<file path="src/rtl/burst_mem_arbiter_if.sv">
// rtl/burst_mem_arbiter_if.sv - master-channel signal bundle for the burst memory arbiter
interface burst_mem_arbiter_if #(
    parameter int NUM_MASTERS = 2,
    parameter int DATA_W      = 32,
    parameter int ADDR_W      = 4,
    parameter int LEN_W       = 4
);
    logic                          io_start;
    logic [NUM_MASTERS-1:0]        io_m_wr;
    logic [NUM_MASTERS-1:0]        io_m_rd;
    logic [NUM_MASTERS*ADDR_W-1:0] io_m_address;
    logic [NUM_MASTERS*LEN_W-1:0]  io_m_length;
    logic [NUM_MASTERS*DATA_W-1:0] io_m_wdata;
    logic [NUM_MASTERS-1:0]        io_m_grant;
    logic [NUM_MASTERS-1:0]        io_m_wready;
    logic [NUM_MASTERS-1:0]        io_m_rvalid;
    logic [DATA_W-1:0]             io_m_rdata;
    logic [NUM_MASTERS-1:0]        io_m_done;
    logic                          io_busy;

    modport master (
        output io_start, io_m_wr, io_m_rd, io_m_address, io_m_length, io_m_wdata,
        input  io_m_grant, io_m_wready, io_m_rvalid, io_m_rdata, io_m_done, io_busy
    );

    modport slave (
        input  io_start, io_m_wr, io_m_rd, io_m_address, io_m_length, io_m_wdata,
        output io_m_grant, io_m_wready, io_m_rvalid, io_m_rdata, io_m_done, io_busy
    );
endinterface

</file>
<file path="src/rtl/burst_mem_arbiter.sv">
// rtl/burst_mem_arbiter.sv - round-robin N-master burst arbiter onto an internal register memory
module burst_mem_arbiter #(
    parameter int NUM_MASTERS = 2,
    parameter int DATA_W      = 32,
    parameter int ADDR_W      = 4,
    parameter int LEN_W       = 4
) (
    input  logic                clock,
    input  logic                reset,
    burst_mem_arbiter_if.slave  bus
);
    localparam int IDX_W = $clog2(NUM_MASTERS);
    localparam int DEPTH = 1 << ADDR_W;
    localparam logic [IDX_W:0]   NM   = (IDX_W+1)'(NUM_MASTERS);
    localparam logic [IDX_W-1:0] LAST = IDX_W'(NUM_MASTERS - 1);

    typedef enum logic [1:0] {IDLE, WRITE, READ, DONE} state_t;

    state_t                 state, state_nx;
    logic [IDX_W-1:0]       rr_ptr, owner, win_idx;
    logic [IDX_W:0]         cand;
    logic [ADDR_W-1:0]      cur_addr;
    logic [LEN_W-1:0]       len_q, beat_cnt;
    logic [DATA_W-1:0]      mem [DEPTH];
    logic [NUM_MASTERS-1:0] req, req_rot, owner_oh;
    logic                   win_found, take, beat;

    logic [ADDR_W-1:0]      addr_a  [NUM_MASTERS];
    logic [LEN_W-1:0]       len_a   [NUM_MASTERS];
    logic [DATA_W-1:0]      wdata_a [NUM_MASTERS];

    for (genvar g = 0; g < NUM_MASTERS; g++) begin : g_unpack
        assign addr_a[g]  = bus.io_m_address[g*ADDR_W +: ADDR_W];
        assign len_a[g]   = bus.io_m_length[g*LEN_W +: LEN_W];
        assign wdata_a[g] = bus.io_m_wdata[g*DATA_W +: DATA_W];
    end

    assign req     = bus.io_m_wr | bus.io_m_rd;
    // Rotate so bit 0 is the master at the round-robin pointer.
    assign req_rot = NUM_MASTERS'({req, req} >> rr_ptr);

    always_comb begin
        win_found = 1'b0;
        win_idx   = '0;
        cand      = '0;
        for (int k = 0; k < NUM_MASTERS; k++) begin
            if (!win_found && req_rot[k]) begin
                win_found = 1'b1;
                cand      = {1'b0, rr_ptr} + (IDX_W+1)'(k);
                win_idx   = (cand >= NM) ? IDX_W'(cand - NM) : IDX_W'(cand);
            end
        end
    end

    always_comb begin
        state_nx = state;
        take     = 1'b0;
        beat     = 1'b0;
        case (state)
            IDLE: begin
                if (bus.io_start && win_found) begin
                    take = 1'b1;
                    if (len_a[win_idx] == '0)     state_nx = DONE;
                    else if (bus.io_m_wr[win_idx]) state_nx = WRITE;
                    else                           state_nx = READ;
                end
            end
            WRITE, READ: begin
                beat = 1'b1;
                if (beat_cnt == len_q - 1'b1) state_nx = DONE;
            end
            DONE:    state_nx = IDLE;
            default: state_nx = IDLE;
        endcase
    end

    always_ff @(posedge clock or negedge reset) begin
        if (!reset) state <= IDLE;
        else        state <= state_nx;
    end

    always_ff @(posedge clock or negedge reset) begin
        if (!reset) begin
            rr_ptr   <= '0;
            owner    <= '0;
            cur_addr <= '0;
            len_q    <= '0;
            beat_cnt <= '0;
            for (int i = 0; i < DEPTH; i++) mem[i] <= '0;
        end else begin
            if (take) begin
                owner    <= win_idx;
                cur_addr <= addr_a[win_idx];
                len_q    <= len_a[win_idx];
                beat_cnt <= '0;
            end
            if (beat) begin
                cur_addr <= cur_addr + 1'b1;
                beat_cnt <= beat_cnt + 1'b1;
            end
            if (state == WRITE) mem[cur_addr] <= wdata_a[owner];
            if (state == DONE)  rr_ptr <= (owner == LAST) ? '0 : owner + 1'b1;
        end
    end

    // beat_cnt is still 0 in the first burst cycle, and stays 0 in DONE for zero-length bursts.
    assign owner_oh        = NUM_MASTERS'(1) << owner;
    assign bus.io_busy     = (state != IDLE);
    assign bus.io_m_grant  = (state != IDLE && beat_cnt == '0) ? owner_oh : '0;
    assign bus.io_m_wready = (state == WRITE) ? owner_oh : '0;
    assign bus.io_m_rvalid = (state == READ)  ? owner_oh : '0;
    assign bus.io_m_done   = (state == DONE)  ? owner_oh : '0;
    assign bus.io_m_rdata  = (state == READ)  ? mem[cur_addr] : '0;
endmodule

</file>
<file path="src/flat_wrapper.sv">
// flat-port wrapper written by rule: the top's interface ports become plain ports
module burst_mem_arbiter_flat 
#(
    parameter int NUM_MASTERS = 2,
    parameter int DATA_W      = 32,
    parameter int ADDR_W      = 4,
    parameter int LEN_W       = 4
)
  (clock, reset, bus_io_start, bus_io_m_wr, bus_io_m_rd, bus_io_m_address, bus_io_m_length, bus_io_m_wdata, bus_io_m_grant, bus_io_m_wready, bus_io_m_rvalid, bus_io_m_rdata, bus_io_m_done, bus_io_busy);
  burst_mem_arbiter_if #(.NUM_MASTERS(NUM_MASTERS), .DATA_W(DATA_W), .ADDR_W(ADDR_W), .LEN_W(LEN_W)) bus_i ();
  input  logic clock;
  input  logic reset;
  input wire logic [$bits(bus_i.io_start)-1:0] bus_io_start;
  input wire logic [$bits(bus_i.io_m_wr)-1:0] bus_io_m_wr;
  input wire logic [$bits(bus_i.io_m_rd)-1:0] bus_io_m_rd;
  input wire logic [$bits(bus_i.io_m_address)-1:0] bus_io_m_address;
  input wire logic [$bits(bus_i.io_m_length)-1:0] bus_io_m_length;
  input wire logic [$bits(bus_i.io_m_wdata)-1:0] bus_io_m_wdata;
  output wire logic [$bits(bus_i.io_m_grant)-1:0] bus_io_m_grant;
  output wire logic [$bits(bus_i.io_m_wready)-1:0] bus_io_m_wready;
  output wire logic [$bits(bus_i.io_m_rvalid)-1:0] bus_io_m_rvalid;
  output wire logic [$bits(bus_i.io_m_rdata)-1:0] bus_io_m_rdata;
  output wire logic [$bits(bus_i.io_m_done)-1:0] bus_io_m_done;
  output wire logic [$bits(bus_i.io_busy)-1:0] bus_io_busy;
  assign bus_i.io_start = bus_io_start;
  assign bus_i.io_m_wr = bus_io_m_wr;
  assign bus_i.io_m_rd = bus_io_m_rd;
  assign bus_i.io_m_address = bus_io_m_address;
  assign bus_i.io_m_length = bus_io_m_length;
  assign bus_i.io_m_wdata = bus_io_m_wdata;
  assign bus_io_m_grant = bus_i.io_m_grant;
  assign bus_io_m_wready = bus_i.io_m_wready;
  assign bus_io_m_rvalid = bus_i.io_m_rvalid;
  assign bus_io_m_rdata = bus_i.io_m_rdata;
  assign bus_io_m_done = bus_i.io_m_done;
  assign bus_io_busy = bus_i.io_busy;
  burst_mem_arbiter #(.NUM_MASTERS(NUM_MASTERS), .DATA_W(DATA_W), .ADDR_W(ADDR_W), .LEN_W(LEN_W)) u_core (.clock(clock), .reset(reset), .bus(bus_i));
endmodule
</file>
<file path="config.mk">
export PLATFORM = sky130hd
export DESIGN_NAME = burst_mem_arbiter_flat
export DESIGN_NICKNAME = d
export VERILOG_FILES = /design/src/rtl/burst_mem_arbiter_if.sv /design/src/rtl/burst_mem_arbiter.sv /design/src/flat_wrapper.sv
export SDC_FILE = /design/constraint.sdc
export NUM_CORES = 1
export LEC_CHECK = 0
export CAP_MARGIN = 20
export CORE_UTILIZATION = 45
export CTS_BUF_LIST = sky130_fd_sc_hd__clkbuf_8
export CTS_CLUSTER_SIZE = 28
export DETAILED_ROUTE_END_ITERATION = 7
export PLACE_DENSITY_LB_ADDON = 0.25
export SYNTH_ARGS = -nofsm -noshare
export SYNTH_HDL_FRONTEND = slang
export SYNTH_SLANG_ARGS = --single-unit
</file>
<file path="constraint.sdc">
create_clock -name clock -period 5.6 [get_ports clock]
set_clock_uncertainty 0.05 [all_clocks]
set_input_delay 0.56 -clock clock [delete_from_list [all_inputs] [get_ports clock]]
set_output_delay 0.56 -clock clock [all_outputs]
set_load 0.02 [all_outputs]
</file>
==> impl_metrics.json, run 1 <==
{
  "ys_types": 40,
  "maxCapViolCount": 0,
  "cpPeakStageDelay_ps": 1160,
  "via_count": 16500,
  "core_area_um2": 51300,
  "yosysWarnings": 0,
  "rsz0062_at_grt": "no",
  "cts_sinks": 528,
  "drt_pre_antenna_iters": 5,
  "hp-class": "flop to flop",
  "p_sw_share_pct": 36.6,
  "yosys.area.top_type": "dfrtp_1",
  "port-buffer-count": 127,
  "pwr_density_cell_nw_per_um2": 615,
  "grt_first_pass_wirelength_mm": 97.2,
  "drtAntennaViolNets": 0,
  "ys_seq_area_share_pct": 56.5,
  "min_period_over_period_pct": 83.1,
  "combinationalPowerShare_pct": 39.2,
  "synth_area_leaders": "dfrtp_1 57%, mux4_2 12%, o21ai_0 8.5%, nand2_1 6.5%, a21oi_1 2.8%",
  "synth_edf_count": 0,
  "p_leak_nw": 11.8,
  "fin_setup_tns_ps": 0,
  "end_kind": "output port",
  "cts_tree": "done",
  "cts_root_buffer": "clkbuf_8",
  "hold_start": "u_core.mem[318]$_DFFE_PN0P_",
  "grt_max_degree": 135,
  "status": "finished clean",
  "critPathLaunchType": "flop",
  "globalplace.congestion": 0.782,
  "syn-num-nets": 2225,
  "syn_area_um2": 23400,
  "ys.flop_type": "dfrtp_1",
  "yosysMostFrequentCell": "dfrtp_1",
  "crit_fanout": 70,
  "fin_nets": 2307,
  "slew_viol_final": 0,
  "pre_cts_ws_ps": 1620,
  "cpMaxStageDelayCell": "dfrtp_4",
  "setup_slack_ps": 948,
  "initial_core_util_pct": 45.5,
  "max-clock-path-buffers": 3,
  "fin_crit_ps": 4650,
  "drc": 0,
  "finalSetupViolCount": 0,
  "fillers": 4513,
  "path_cells": "buf_4 -> mux4_2 -> a22oi_1 -> a21boi_1 -> clkdlybuf4s50_1",
  "crit_arrival_ps": 4040,
  "dp_hpwl_mm": 35.9,
  "gr-total-overflow": 0,
  "ys_ff_latch": 528,
  "num_rows": 83,
  "setup.worst_path.start": "u_core.cur_addr[1]$_DFFE_PN0P_",
  "htreeDepth": 3,
  "syn2layout_area_growth_pct": 15.3,
  "path_delay_family": "buffers and inverters",
  "relSlewSlack_pct": 22.5,
  "clk_latency_ps": 640,
  "tightest_slew_ps": 1160,
  "grt_pass1_vias": 16900,
  "seq_power_share_pct": 41.1,
  "die_w_um": 230,
  "ios": 128,
  "finalInstanceArea_um2": 26900,
  "path_clk_slew_ps": 60,
  "path_class": "flop to output port",
  "power_w": 0.0166,
  "synth_common_cells": "528 x dfrtp_1, 402 x nand2_1, 395 x o21ai_0",
  "place_area_um2": 25200,
  "clock_power_share_pct": 19.7,
  "switching_power_w": 0.00605,
  "internal_power_w": 0.0105,
  "viasPerCell": 5.60,
  "grt_util_all_layers_pct": 23.9,
  "die_h_um": 230,
  "async_flop_share_pct": 100,
  "yosysTopAreaCellShare_pct": 56.5,
  "routed_wl_mm": 61.7,
  "multi_input_area_um2": 9320,
  "rrSetupSlack_ps": 2170,
  "numCtsBuffers": 84,
  "max_freq_mhz": 215,
  "drive_gt1_share_pct": 15.2,
  "holdWs_ps": 424,
  "wire_per_inst_um": 20.9,
  "crit_required_ps": 4990,
  "syn_avg_cell_area_um2": 11.0,
  "path_buf_inv": 2,
  "drtIter0Drc": 1325,
  "die-area_um2": 52800,
  "ir_worst_vdd_v": 0.000293,
  "cts_resized": 0,
  "r2r_start": "u_core.cur_addr[1]$_DFFE_PN0P_",
  "finalHoldViolCount": 0,
  "antenna_found_initial": 2,
  "ff_latch_area_um2": 13200,
  "synthCells": 2126
}
-- flip-flops by register name (all words and copies together) (netlist names) --
signal           cells
u_core.cur_addr      4
u_core.mem         512
u_core.rr_ptr        1
u_core.beat_cnt      4
u_core.state         2
u_core.len_q         4
u_core.owner         1
-- per-stage QoR --
step / utilization (%) / cells
2_1_floorplan: - / 2126
3_5_place_dp: 49.0 / 2790
4_1_cts: 52.3 / 2938
5_1_grt: 52.5 / 2950
6_report: 52.5 / 2950
3_3_place_gp: 49.0 / 2787
-- timing repair --
item / CTS / global route
hold buffers: 1 / 0
endpoints found under the setup margin: 0 / 0
hold endpoints to repair: 98 / 0
setup buffers: 0 / 0
-- final timing paths --
path	cells past startpoint	to
min in group asynchronous	2	u_core.mem[420]$_DFFE_PN0P_
worst max register to register	5	u_core.mem[147]$_DFFE_PN0P_
worst min register to register	2	u_core.mem[318]$_DFFE_PN0P_
worst min-delay path	2	u_core.mem[318]$_DFFE_PN0P_
worst max-delay path	5	bus_io_m_rdata[16]
max in group asynchronous	3	u_core.owner$_DFFE_PN0P_
-- cell usage in the layout (no fill, tap or decap), types with 2 or more instances in the layout --
master and n:
a21boi_1 28, dfrtp_1 525, xor2_1 6, inv_1 35
nand3_2 12, nand2_1 402, and2_1 3, clkinv_2 8
nand3_1 2, nor4_1 3, a21oi_1 129, buf_4 55
nor2_1 130, ha_1 11, mux2i_2 3, nor2b_4 2
a22oi_1 64, o22ai_1 2, nor2b_1 3, and3_2 4
xnor2_1 4, a21boi_0 5, buf_12 6, mux2_2 5
dfrtp_4 2, clkdlybuf4s50_1 126, clkbuf_8 110, a31oi_1 2
clkinvlp_4 3, mux4_2 128, mux2i_1 38, o21ai_0 395
-- power groups by stage --
stage                     registers [W]  logic (W)  clock network, W
after floorplan                 0.00634    0.00486                 0
after global placement          0.00674    0.00629                 0
after detailed placement        0.00682    0.00650                 0
after CTS                       0.00677    0.00650           0.00333
after global routing            0.00701    0.00716           0.00352
final                           0.00679    0.00649           0.00327
-- logic make-up after synthesis --
kind of cell / synth area share [%]
mux: 14.3
xor+xnor: 0.375
simple gates: 9.57
buf+inv: 3.90
flops: 56.5
compound gates: 14.6
fa+ha+maj: 0.643
-- per-layer routing --
metal,vias up,routed length [um],GRT usage [%]
met3,124,2870,3.58
met5,-,0,0
met1,8343,27100,32.6
li1,7620,-,-
met4,0,2030,9.93
met2,439,29700,38.4
-- tightest hold or removal path: cells and delay by family (launching register included) --
| family | cells | cell delay [ps] |
|---|---|---|
| flops | 1 | 340 |
| compound gates | 1 | 60 |
| simple gates | 1 | 40 |
-- cell type report --
cell class / instances / area share (%)
Sequential cell: 528 / 49.1
Multi-Input combinational cell: 1395 / 34.6
Timing Repair Buffer: 189 / 6.75
Clock buffer: 110 / 5.62
Tap cell: 680 / 3.16
Clock inverter: 37 / 0.623
Inverter: 10 / 0.139
Antenna cell: 1 / 0.00929
(Power assumes the default switching activity.)
==> run 2, diff against run 1 <==
==> constraint.sdc (replaced) <==
create_clock -name clock -period 4.6 [get_ports clock]
set_clock_uncertainty 0.05 [all_clocks]
set_input_delay 0.46 -clock clock [delete_from_list [all_inputs] [get_ports clock]]
set_output_delay 0.46 -clock clock [all_outputs]
set_load 0.02 [all_outputs]
==> impl_metrics.json, run 2 (same netlist as run 1, synthesis figures left out) <==
{
  "routed_wl_mm": 62.6,
  "finalSetupViolCount": 0,
  "reg2reg_depth": 6,
  "fin_crit_ps": 4100,
  "dr_wl_met2_mm": 31.1,
  "crit_fanout": 61,
  "die-area_um2": 52800,
  "finalInstanceArea_um2": 27200,
  "core_area_um2": 51300,
  "multi_input_area_um2": 9330,
  "clk_latency_ps": 630,
  "r2r_start": "u_core.cur_addr[1]$_DFFE_PN0P_",
  "tightest_slew_ps": 1080,
  "fillers": 4462,
  "die_w_um": 230,
  "crit_arrival_ps": 3590,
  "drive_gt1_share_pct": 15.5,
  "fin_setup_tns_ps": 0,
  "syn2layout_area_growth_pct": 16.4,
  "ff_latch_area_um2": 13200,
  "initial_core_util_pct": 45.5,
  "fin_util_pct": 53.0,
  "maxCapViolCount": 0,
  "port-buffer-count": 127,
  "p_leak_nw": 11.9,
  "top_layer": "met4",
  "wl_met3_mm": 2.94,
  "ios": 128,
  "num_rows": 83,
  "via_count": 16600,
  "grt_pass1_vias": 16700,
  "ir_worst_vdd_v": 0.000407,
  "rsz0062_at_grt": "no",
  "path_class": "flop to output port",
  "pwr_density_cell_nw_per_um2": 748,
  "globalplace.congestion": 0.790,
  "grt_max_degree": 116,
  "finalHoldViolCount": 0,
  "rr_endpoint": "u_core.mem[79]$_DFFE_PN0P_",
  "setup.worst_path.start": "u_core.cur_addr[1]$_DFFE_PN0P_",
  "cts_root_buffer": "clkbuf_8",
  "wl_met1_mm": 27.3,
  "fin_nets": 2311,
  "layout_commonest_cell": "dfrtp_1",
  "crit_required_ps": 4090,
  "antenna_found_initial": 1,
  "dp_hpwl_mm": 37.1,
  "drt_pre_antenna_iters": 5,
  "max-clock-path-buffers": 3,
  "cts_sinks": 528,
  "critPathLaunchType": "flop",
  "largest_reg_flops": 512,
  "cts_resized": 0,
  "viasPerCell": 5.61,
  "hp-class": "flop to flop",
  "cts_tree": "done",
  "grt_first_pass_wirelength_mm": 98.1,
  "final_cell_mix": "525 x dfrtp_1, 402 x nand2_1, 395 x o21ai_0",
  "relSlewSlack_pct": 25.9,
  "rrSetupSlack_ps": 1400,
  "status": "finished clean",
  "path_clk_slew_ps": 60,
  "critPathCapture": "bus_io_m_rdata[19]",
  "drtAntennaViolNets": 0,
  "place_area_um2": 25400,
  "drtIter0Drc": 1080,
  "largest-register": "u_core.mem",
  "min_period_over_period_pct": 89.2,
  "die_h_um": 230,
  "grt_util_all_layers_pct": 24.3,
  "gr-total-overflow": 0,
  "wire_per_inst_um": 21.2,
  "max_freq_mhz": 244,
  "end_kind": "output port",
  "numCtsBuffers": 83,
  "drc": 0,
  "htreeDepth": 3,
  "slew_viol_final": 0
}
[run 2: timing repair]
action                                  in CTS  in global routing
hold endpoints to repair                   108                  0
buffers inserted                             0                  0
hold buffers                                 1                  0
endpoints found under the setup margin       0                  0
[run 2: how the worst min path moves through the flow]
stage,start,end,slack (ps),cells past startpoint
after floorplan,reset,u_core.beat_cnt[0]$_DFFE_PN0P_,110,0
after global placement,u_core.mem[74]$_DFFE_PN0P_,u_core.mem[74]$_DFFE_PN0P_,410,2
after detailed placement,u_core.mem[181]$_DFFE_PN0P_,u_core.mem[181]$_DFFE_PN0P_,410,2
after CTS,u_core.mem[181]$_DFFE_PN0P_,u_core.mem[181]$_DFFE_PN0P_,430,2
after global routing,u_core.mem[59]$_DFFE_PN0P_,u_core.mem[59]$_DFFE_PN0P_,440,2
final,u_core.mem[272]$_DFFE_PN0P_,u_core.mem[272]$_DFFE_PN0P_,420,2
[run 2: area by class of cell]
cell class / count / share of cell area, %
flip-flops and latches: 528 / 48.6
multi-input cells: 1395 / 34.3
repair buffers: 194 / 7.62
clock buffers: 105 / 5.31
well taps: 680 / 3.13
clock inverters: 40 / 0.920
inverters: 10 / 0.138
diodes: 1 / 0.00920
[run 2: power breakdown]
part | switching, W | internal [W] | leakage (nW)
Combinational | 0.00410 | 0.00384 | 5.15
Sequential | 0.00146 | 0.00689 | 5.75
Clock | 0.00185 | 0.00222 | 0.975
Total | 0.00741 | 0.0129 | 11.9
[run 2: layer usage]
layer | vias to the layer above | GRT usage, %
met5 | - | 0
met4 | 0 | 7.99
met3 | 104 | 2.81
met2 | 431 | 40.8
met1 | 8386 | 32.8
li1 | 7636 | -
[run 2: through the flow]
step	std cells	power (W)	hold slack (ps)	setup WS (ps)
detailed placement	2796	0.0163	415	1130
CTS	2942	0.0204	428	422
global route	2953	0.0217	443	392
global placement	2792	0.0159	406	1170
finish	2953	0.0204	425	498
floorplan	2126	0.0136	114	2360
[run 2: worst max-delay path: stages (launching register included)]
cell	delay, ps
dfrtp_4	1130
buf_12	360
mux4_2	240
a22oi_1	90
a21boi_1	390
clkdlybuf4s50_1	700
